File: config.mk
export PLATFORM = sky130hd
export DESIGN_NAME = proc_core_flat
export DESIGN_NICKNAME = d
export VERILOG_FILES = /design/src/rtl/proc_core_if.sv /design/src/rtl/proc_core.sv /design/src/flat_wrapper.sv
export SDC_FILE = /design/constraint.sdc
export NUM_CORES = 1
export LEC_CHECK = 0
export CORE_MARGIN = 2
export CORE_UTILIZATION = 61
export DETAILED_ROUTE_END_ITERATION = 10
export GPL_ROUTABILITY_DRIVEN = 1
export PLACE_DENSITY_LB_ADDON = 0.3
export SETUP_SLACK_MARGIN = 0.2
export SYNTH_ARGS = -nofsm -noshare
export SYNTH_HDL_FRONTEND = slang
export SYNTH_SLANG_ARGS = --single-unit
export TNS_END_PERCENT = 1
File: constraint.sdc
create_clock -name Clock -period 4.9 [get_ports Clock]
set_input_delay 0.735 -clock Clock [delete_from_list [all_inputs] [get_ports Clock]]
set_output_delay 0.735 -clock Clock [all_outputs]
set_load 0.005 [all_outputs]
File: src/rtl/proc_core_if.sv
// Bus bundle between proc_core and its instruction/data memories.
// The core is the master; the memory subsystem plus DIN mux is the slave.
interface proc_core_if;
    logic [15:0] DIN;
    logic [15:0] DOUT;
    logic        Run;
    logic        Done;
    logic        W;
    logic        qControl;
    logic [2:0]  Tstep_Q;
    logic [5:0]  addr1;
    logic [5:0]  addr2;

    modport master (
        input  DIN, Run,
        output DOUT, Done, W, qControl, Tstep_Q, addr1, addr2
    );

    modport slave (
        output DIN, Run,
        input  DOUT, Done, W, qControl, Tstep_Q, addr1, addr2
    );
endinterface

File: src/rtl/proc_core.sv
// Multi-cycle 16-bit core: eight registers, steps T0..T4, separate instruction
// and data memory address buses, synchronous-read external memories.
module proc_core (
    input  logic       Clock,
    input  logic       Reset,
    proc_core_if.master bus
);
    typedef enum logic [2:0] {
        T0 = 3'd0,
        T1 = 3'd1,
        T2 = 3'd2,
        T3 = 3'd3,
        T4 = 3'd4
    } step_t;

    localparam logic [3:0] OP_MV   = 4'd0;
    localparam logic [3:0] OP_MVI  = 4'd1;
    localparam logic [3:0] OP_ADD  = 4'd2;
    localparam logic [3:0] OP_SUB  = 4'd3;
    localparam logic [3:0] OP_LD   = 4'd4;
    localparam logic [3:0] OP_ST   = 4'd5;
    localparam logic [3:0] OP_MVNZ = 4'd6;

    step_t       step_q;
    logic [15:0] regFile_q [8];
    logic [15:0] a_q;
    logic [15:0] g_q;
    logic [15:0] ir_q;
    logic [15:0] dout_q;
    logic [5:0]  pc_q;
    logic [5:0]  addr1_q;

    logic [3:0]  opcode;
    logic [2:0]  rx;
    logic [2:0]  ry;
    logic [15:0] rxVal;
    logic [15:0] ryVal;
    logic        doneStep;
    logic        unusedIrBits;

    assign opcode       = ir_q[15:12];
    assign rx           = ir_q[11:9];
    assign ry           = ir_q[8:6];
    assign rxVal        = regFile_q[rx];
    assign ryVal        = regFile_q[ry];
    assign unusedIrBits = ^ir_q[5:0];

    // Final step of each instruction class; opcodes 7-15 finish as nops in T2.
    always_comb begin
        doneStep = 1'b0;
        case (step_q)
            T2:      doneStep = (opcode == OP_MV) || (opcode == OP_MVNZ) || (opcode > OP_MVNZ);
            T3:      doneStep = (opcode == OP_MVI) || (opcode == OP_ST);
            T4:      doneStep = (opcode == OP_ADD) || (opcode == OP_SUB) || (opcode == OP_LD);
            default: doneStep = 1'b0;
        endcase
    end

    // Done and W are masked during Reset so an aborted store never reaches memory.
    assign bus.Done     = doneStep && !Reset;
    assign bus.W        = (step_q == T3) && (opcode == OP_ST) && !Reset;
    assign bus.qControl = (step_q == T4) && (opcode == OP_LD);
    assign bus.Tstep_Q  = step_q;
    assign bus.addr1    = addr1_q;
    assign bus.addr2    = pc_q;
    assign bus.DOUT     = dout_q;

    always_ff @(posedge Clock) begin
        if (Reset) begin
            step_q  <= T0;
            a_q     <= '0;
            g_q     <= '0;
            ir_q    <= '0;
            dout_q  <= '0;
            pc_q    <= '0;
            addr1_q <= '0;
            for (int i = 0; i < 8; i++) regFile_q[i] <= '0;
        end else begin
            case (step_q)
                T0: begin
                    if (bus.Run) begin
                        pc_q   <= pc_q + 6'd1;
                        step_q <= T1;
                    end
                end
                T1: begin
                    ir_q   <= bus.DIN;
                    step_q <= T2;
                end
                T2: begin
                    case (opcode)
                        OP_MV: begin
                            regFile_q[rx] <= ryVal;
                            step_q        <= T0;
                        end
                        OP_MVNZ: begin
                            if (g_q != 16'd0) regFile_q[rx] <= ryVal;
                            step_q <= T0;
                        end
                        OP_MVI: begin
                            pc_q   <= pc_q + 6'd1;
                            step_q <= T3;
                        end
                        OP_ADD, OP_SUB: begin
                            a_q    <= rxVal;
                            step_q <= T3;
                        end
                        OP_LD: begin
                            addr1_q <= ryVal[5:0];
                            step_q  <= T3;
                        end
                        OP_ST: begin
                            addr1_q <= ryVal[5:0];
                            dout_q  <= rxVal;
                            step_q  <= T3;
                        end
                        default: step_q <= T0;
                    endcase
                end
                T3: begin
                    case (opcode)
                        OP_MVI: begin
                            regFile_q[rx] <= bus.DIN;
                            step_q        <= T0;
                        end
                        OP_ADD: begin
                            g_q    <= a_q + ryVal;
                            step_q <= T4;
                        end
                        OP_SUB: begin
                            g_q    <= a_q - ryVal;
                            step_q <= T4;
                        end
                        OP_LD:   step_q <= T4;
                        default: step_q <= T0;
                    endcase
                end
                T4: begin
                    if (opcode == OP_ADD || opcode == OP_SUB) regFile_q[rx] <= g_q;
                    else if (opcode == OP_LD) regFile_q[rx] <= bus.DIN;
                    step_q <= T0;
                end
                default: step_q <= T0;
            endcase
        end
    end
endmodule

File: src/flat_wrapper.sv
// flat-port wrapper written by rule: the top's interface ports become plain ports
module proc_core_flat 
  (Clock, Reset, bus_DIN, bus_Run, bus_DOUT, bus_Done, bus_W, bus_qControl, bus_Tstep_Q, bus_addr1, bus_addr2);
  proc_core_if bus_i ();
  input  logic Clock;
  input  logic Reset;
  input wire logic [$bits(bus_i.DIN)-1:0] bus_DIN;
  input wire logic [$bits(bus_i.Run)-1:0] bus_Run;
  output wire logic [$bits(bus_i.DOUT)-1:0] bus_DOUT;
  output wire logic [$bits(bus_i.Done)-1:0] bus_Done;
  output wire logic [$bits(bus_i.W)-1:0] bus_W;
  output wire logic [$bits(bus_i.qControl)-1:0] bus_qControl;
  output wire logic [$bits(bus_i.Tstep_Q)-1:0] bus_Tstep_Q;
  output wire logic [$bits(bus_i.addr1)-1:0] bus_addr1;
  output wire logic [$bits(bus_i.addr2)-1:0] bus_addr2;
  assign bus_i.DIN = bus_DIN;
  assign bus_i.Run = bus_Run;
  assign bus_DOUT = bus_i.DOUT;
  assign bus_Done = bus_i.Done;
  assign bus_W = bus_i.W;
  assign bus_qControl = bus_i.qControl;
  assign bus_Tstep_Q = bus_i.Tstep_Q;
  assign bus_addr1 = bus_i.addr1;
  assign bus_addr2 = bus_i.addr2;
  proc_core u_core (.Clock(Clock), .Reset(Reset), .bus(bus_i));
endmodule
==> run_results.csv <==
group,metric,value,unit
layout,drive_gt1_share,15.1,%
place,place_inst,1190,
flow_run,maxCapViolCount,0,
sta,fin_skew,0.0312,ns
layout,finalInstanceArea,0.0122,sq mm
sta,timing.final.crit_share,89.4,%
min_path,min_path_type,"flip-flop to flip-flop",
power,finalPower,4.13,mW
status,status,"finished clean",
clock_tree,cts_sinks,207,
routing,finalWirelength,29.1,mm
floorplanning,floorplan.die_area,0.0186,sq mm
power,p_per_area,339,mW/mm^2
logic_synthesis,syn_avg_cell_area,11.3,sq um
floorplanning,rows,48,
place,dp_slack,0.298,ns
routing,ant_nets,0,
clock_tree,cts_tree,"done",
clock_tree,postCtsHoldBufs,0,
critical_path,arrival,4.79,ns
sta,worst_slew_pin_slew,1.19,ns
sta,final_hold_viol_count,0,
layout,final_util,70.7,%
logic_synthesis,synthArstFlopShare,0,%
critical_path,worstPathMaxFanout,9,
critical_path,end_kind,"flip-flop",
sta,hold_ws,0.474,ns
sta,rsz0062_at_grt,"false",
floorplanning,io_pins,53,
routing,vias,8162,
routing,drt-initial-drc-count,1064,
critical_path,cp-start-kind,"flip-flop",
routing,drc,0,
sta,fin_tns_setup,0,ns
layout,nets,1030,
logic_synthesis,yosysWarnings,0,
global_routing,antenna_found_initial,0,
layout,area_growth,13.8,%
sta,setup_slack,0.517,ns
clock_tree,cts_made_buffers,22,
logic_synthesis,yosysSeqAreaShare,50.7,%
power,peakVddDrop,312,uV
routing,firstDrtPassIters,5,
global_routing,grt.total_usage,32.3,%
critical_path,crit_slowest_cell,"dfxtp_1",
logic_synthesis,synth_seq_cells,207,
routing,vias_per_cell,6.61,
global_routing,grt_first_pass_wirelength,44.8,mm
sta,finalMaxSlewViolations,0,
min_path,holdCritStartpoint,"u_core.bus.addr1[5]",
global_routing,overflow,0,
logic_synthesis,syn-num-nets,985,
floorplanning,core,0.0172,sq mm
sta,fmax,228,MHz
critical_path,cp_top_family,"simple AND/OR/NAND/NOR gates",
power,p_leak,4.19,nW
place,finalWeightedCongestion,0.965,
floorplanning,start_util,62.1,%
layout,diodes,0,
logic_synthesis,synth-edff-count,128,
clock_tree,clkTransAtPathRegs,0.06,ns
critical_path,path_buf_inv,3,
critical_path,critPathRequiredTime,5.30,ns
clock_tree,worstSkewPairLatency,0.54,ns
critical_path,crit_type,"flip-flop to flip-flop",
sta,finalSetupViolations,0,
clock_tree,cts_max_path_buffers,3,
place,placed_area,0.0114,sq mm
layout,fillCellCount,1207,
sta,max-slew-margin-rel,20.7,%
critical_path,path_cells,"clkinvlp_4 > buf_4 > mux2i_1 > buf_4 > and2_1 > and3_1 > and2_1 > a31oi_1 > xor2_1 > ha_1 > and4_1 > and3_1 > a21oi_1 > o21ai_0 > o41ai_2 > nand2b_1 > mux2i_1 > a311o_1",
global_routing,grt_max_degree,57,
logic_synthesis,syn_area,0.0107,sq mm
global_routing,grt_pass1_vias,7805,
clock_tree,h-tree-depth,1,
floorplanning,chipHeight,137,um
critical_path,max_stage_delay,0.62,ns
sta,min_period,4.38,ns
logic_synthesis,synth_cell_type_count,70,
floorplanning,fp.dieW,137,um
logic_synthesis,syn_inst,948,
logic_synthesis,ys.flop_type,"edfxtp_1",
routing,wl_per_cell,23.6,um
layout,fin_cells,1234,
clock_tree,clock-root-buffer,"clkbuf_16",
place,hpwl,20.6,mm
place,portBuffers,52,
-- area by class of cell --
cell class	instances	area (sq um)	share of cell area, %
Sequential cell	207	5430	44.6
Timing Repair Buffer	82	748	6.14
Tap cell	225	282	2.31
Clock buffer	32	629	5.16
Inverter	9	37.5	0.308
Multi-Input combinational cell	671	4970	40.8
Clock inverter	8	85.1	0.698
-- report_power, final --
group / internal, mW / switching, mW / leakage [nW]
clock network: 0.950 / 0.700 / 0.346
logic: 0.220 / 0.311 / 1.88
registers: 1.90 / 0.0557 / 1.96
-- final timing paths --
check / cells after the start / slack [ns] / end
hold / removal: 2 / 0.47 / u_core.bus.addr1[5]
setup reg to reg: 18 / 0.52 / u_core.g_q[15]
hold reg to reg: 2 / 0.47 / u_core.bus.addr1[5]
setup / recovery: 18 / 0.52 / u_core.g_q[15]
-- kinds of logic after synthesis --
kind of cell / Yosys count / synth area share [%]
mux: 109 / 17.3
xor+xnor: 29 / 2.37
compound gates: 158 / 9.87
fa+ha+maj: 18 / 2.17
simple gates: 357 / 14.5
buf+inv: 70 / 3.14
flops: 207 / 50.7
-- timing repair --
item / in CTS / in global routing
endpoints found under the setup margin: 1 / 2
buffers inserted: 0 / 4
resized for setup: 1 / 9
pin swaps: 0 / 1
hold endpoints to repair: 0 / 0
-- Yosys cell counts, drive strengths merged (6+ instances only) --
master / instances / area share (%)
a211oi: 40 / 2.8
a21oi: 54 / 2.9
a22oi: 6 / 0.42
a31oi: 7 / 0.41
and3: 6 / 0.40
buf: 17 / 1.3
clkbuf: 44 / 1.5
dfxtp: 79 / 15
edfxtp: 128 / 36
ha: 17 / 2.0
inv: 7 / 0.25
mux2i: 49 / 4.8
mux4: 59 / 12
nand2: 44 / 1.5
nand2b: 8 / 0.47
nand3: 11 / 0.51
nor2: 236 / 8.3
nor2b: 6 / 0.35
nor3: 12 / 0.61
nor4: 6 / 0.35
o21ai: 18 / 0.84
xnor2: 14 / 1.1
xor2: 15 / 1.2
-- worst min-delay path: stages (launching register included) --
cell and delay [ns]:
dfxtp_1 0.31, nand2b_1 0.06, a21oi_1 0.06
-- routing by layer --
metal  wire [um]  vias up  track usage, %
li1            -     3602               -
met5           0        -               0
met4        1280        0            14.4
met2       13900      497            51.5
met3        2830       94            7.15
met1       11100     3969            42.7
-- state kept, by name (all words and copies together) (netlist names), named ones only --
| name | cells |
|---|---|
| u_core.regFile_q | 128 |
| u_core.a_q | 16 |
| u_core.bus.DOUT | 16 |
| u_core.g_q | 16 |
| u_core.ir_q | 10 |
| u_core.bus.addr1 | 6 |
| u_core.bus.addr2 | 6 |
| u_core.bus.Tstep_Q | 3 |
-- cells in the final DEF, fill, tap and decap left out, types with 3 or more instances in the layout --
| cell | synthesis | final |
|---|---|---|
| nand4_1 | 3 | 3 |
| nor4_1 | 6 | 6 |
| and3_1 | 5 | 5 |
| clkbuf_1 | 44 | 7 |
| a21oi_1 | 43 | 43 |
| nor2_1 | 236 | 236 |
| nand2_1 | 44 | 44 |
| nor3_1 | 11 | 10 |
| a22oi_1 | 6 | 6 |
| edfxtp_1 | 128 | 128 |
| nand2b_1 | 8 | 8 |
| or3_1 | 5 | 5 |
| or2_2 | 3 | 3 |
| inv_1 | 7 | 7 |
| clkdlybuf4s50_1 | 0 | 51 |
| o22ai_1 | 5 | 5 |
| ha_1 | 17 | 17 |
| o21ai_0 | 17 | 16 |
| mux4_2 | 59 | 59 |
| a21oi_2 | 11 | 11 |
| clkinv_1 | 2 | 5 |
| a31oi_1 | 7 | 7 |
| xor2_1 | 15 | 15 |
| xnor2_1 | 14 | 14 |
| clkbuf_16 | 0 | 23 |
| mux2i_1 | 45 | 45 |
| dfxtp_1 | 79 | 76 |
| mux2i_2 | 3 | 3 |
| buf_4 | 3 | 29 |
| nand3_1 | 11 | 11 |
| nor2b_1 | 6 | 5 |
| o21a_1 | 3 | 3 |
| a211oi_1 | 40 | 40 |
| and2_1 | 4 | 4 |
| a21o_1 | 4 | 4 |
Note: power is estimated with default switching activity, not from simulation.
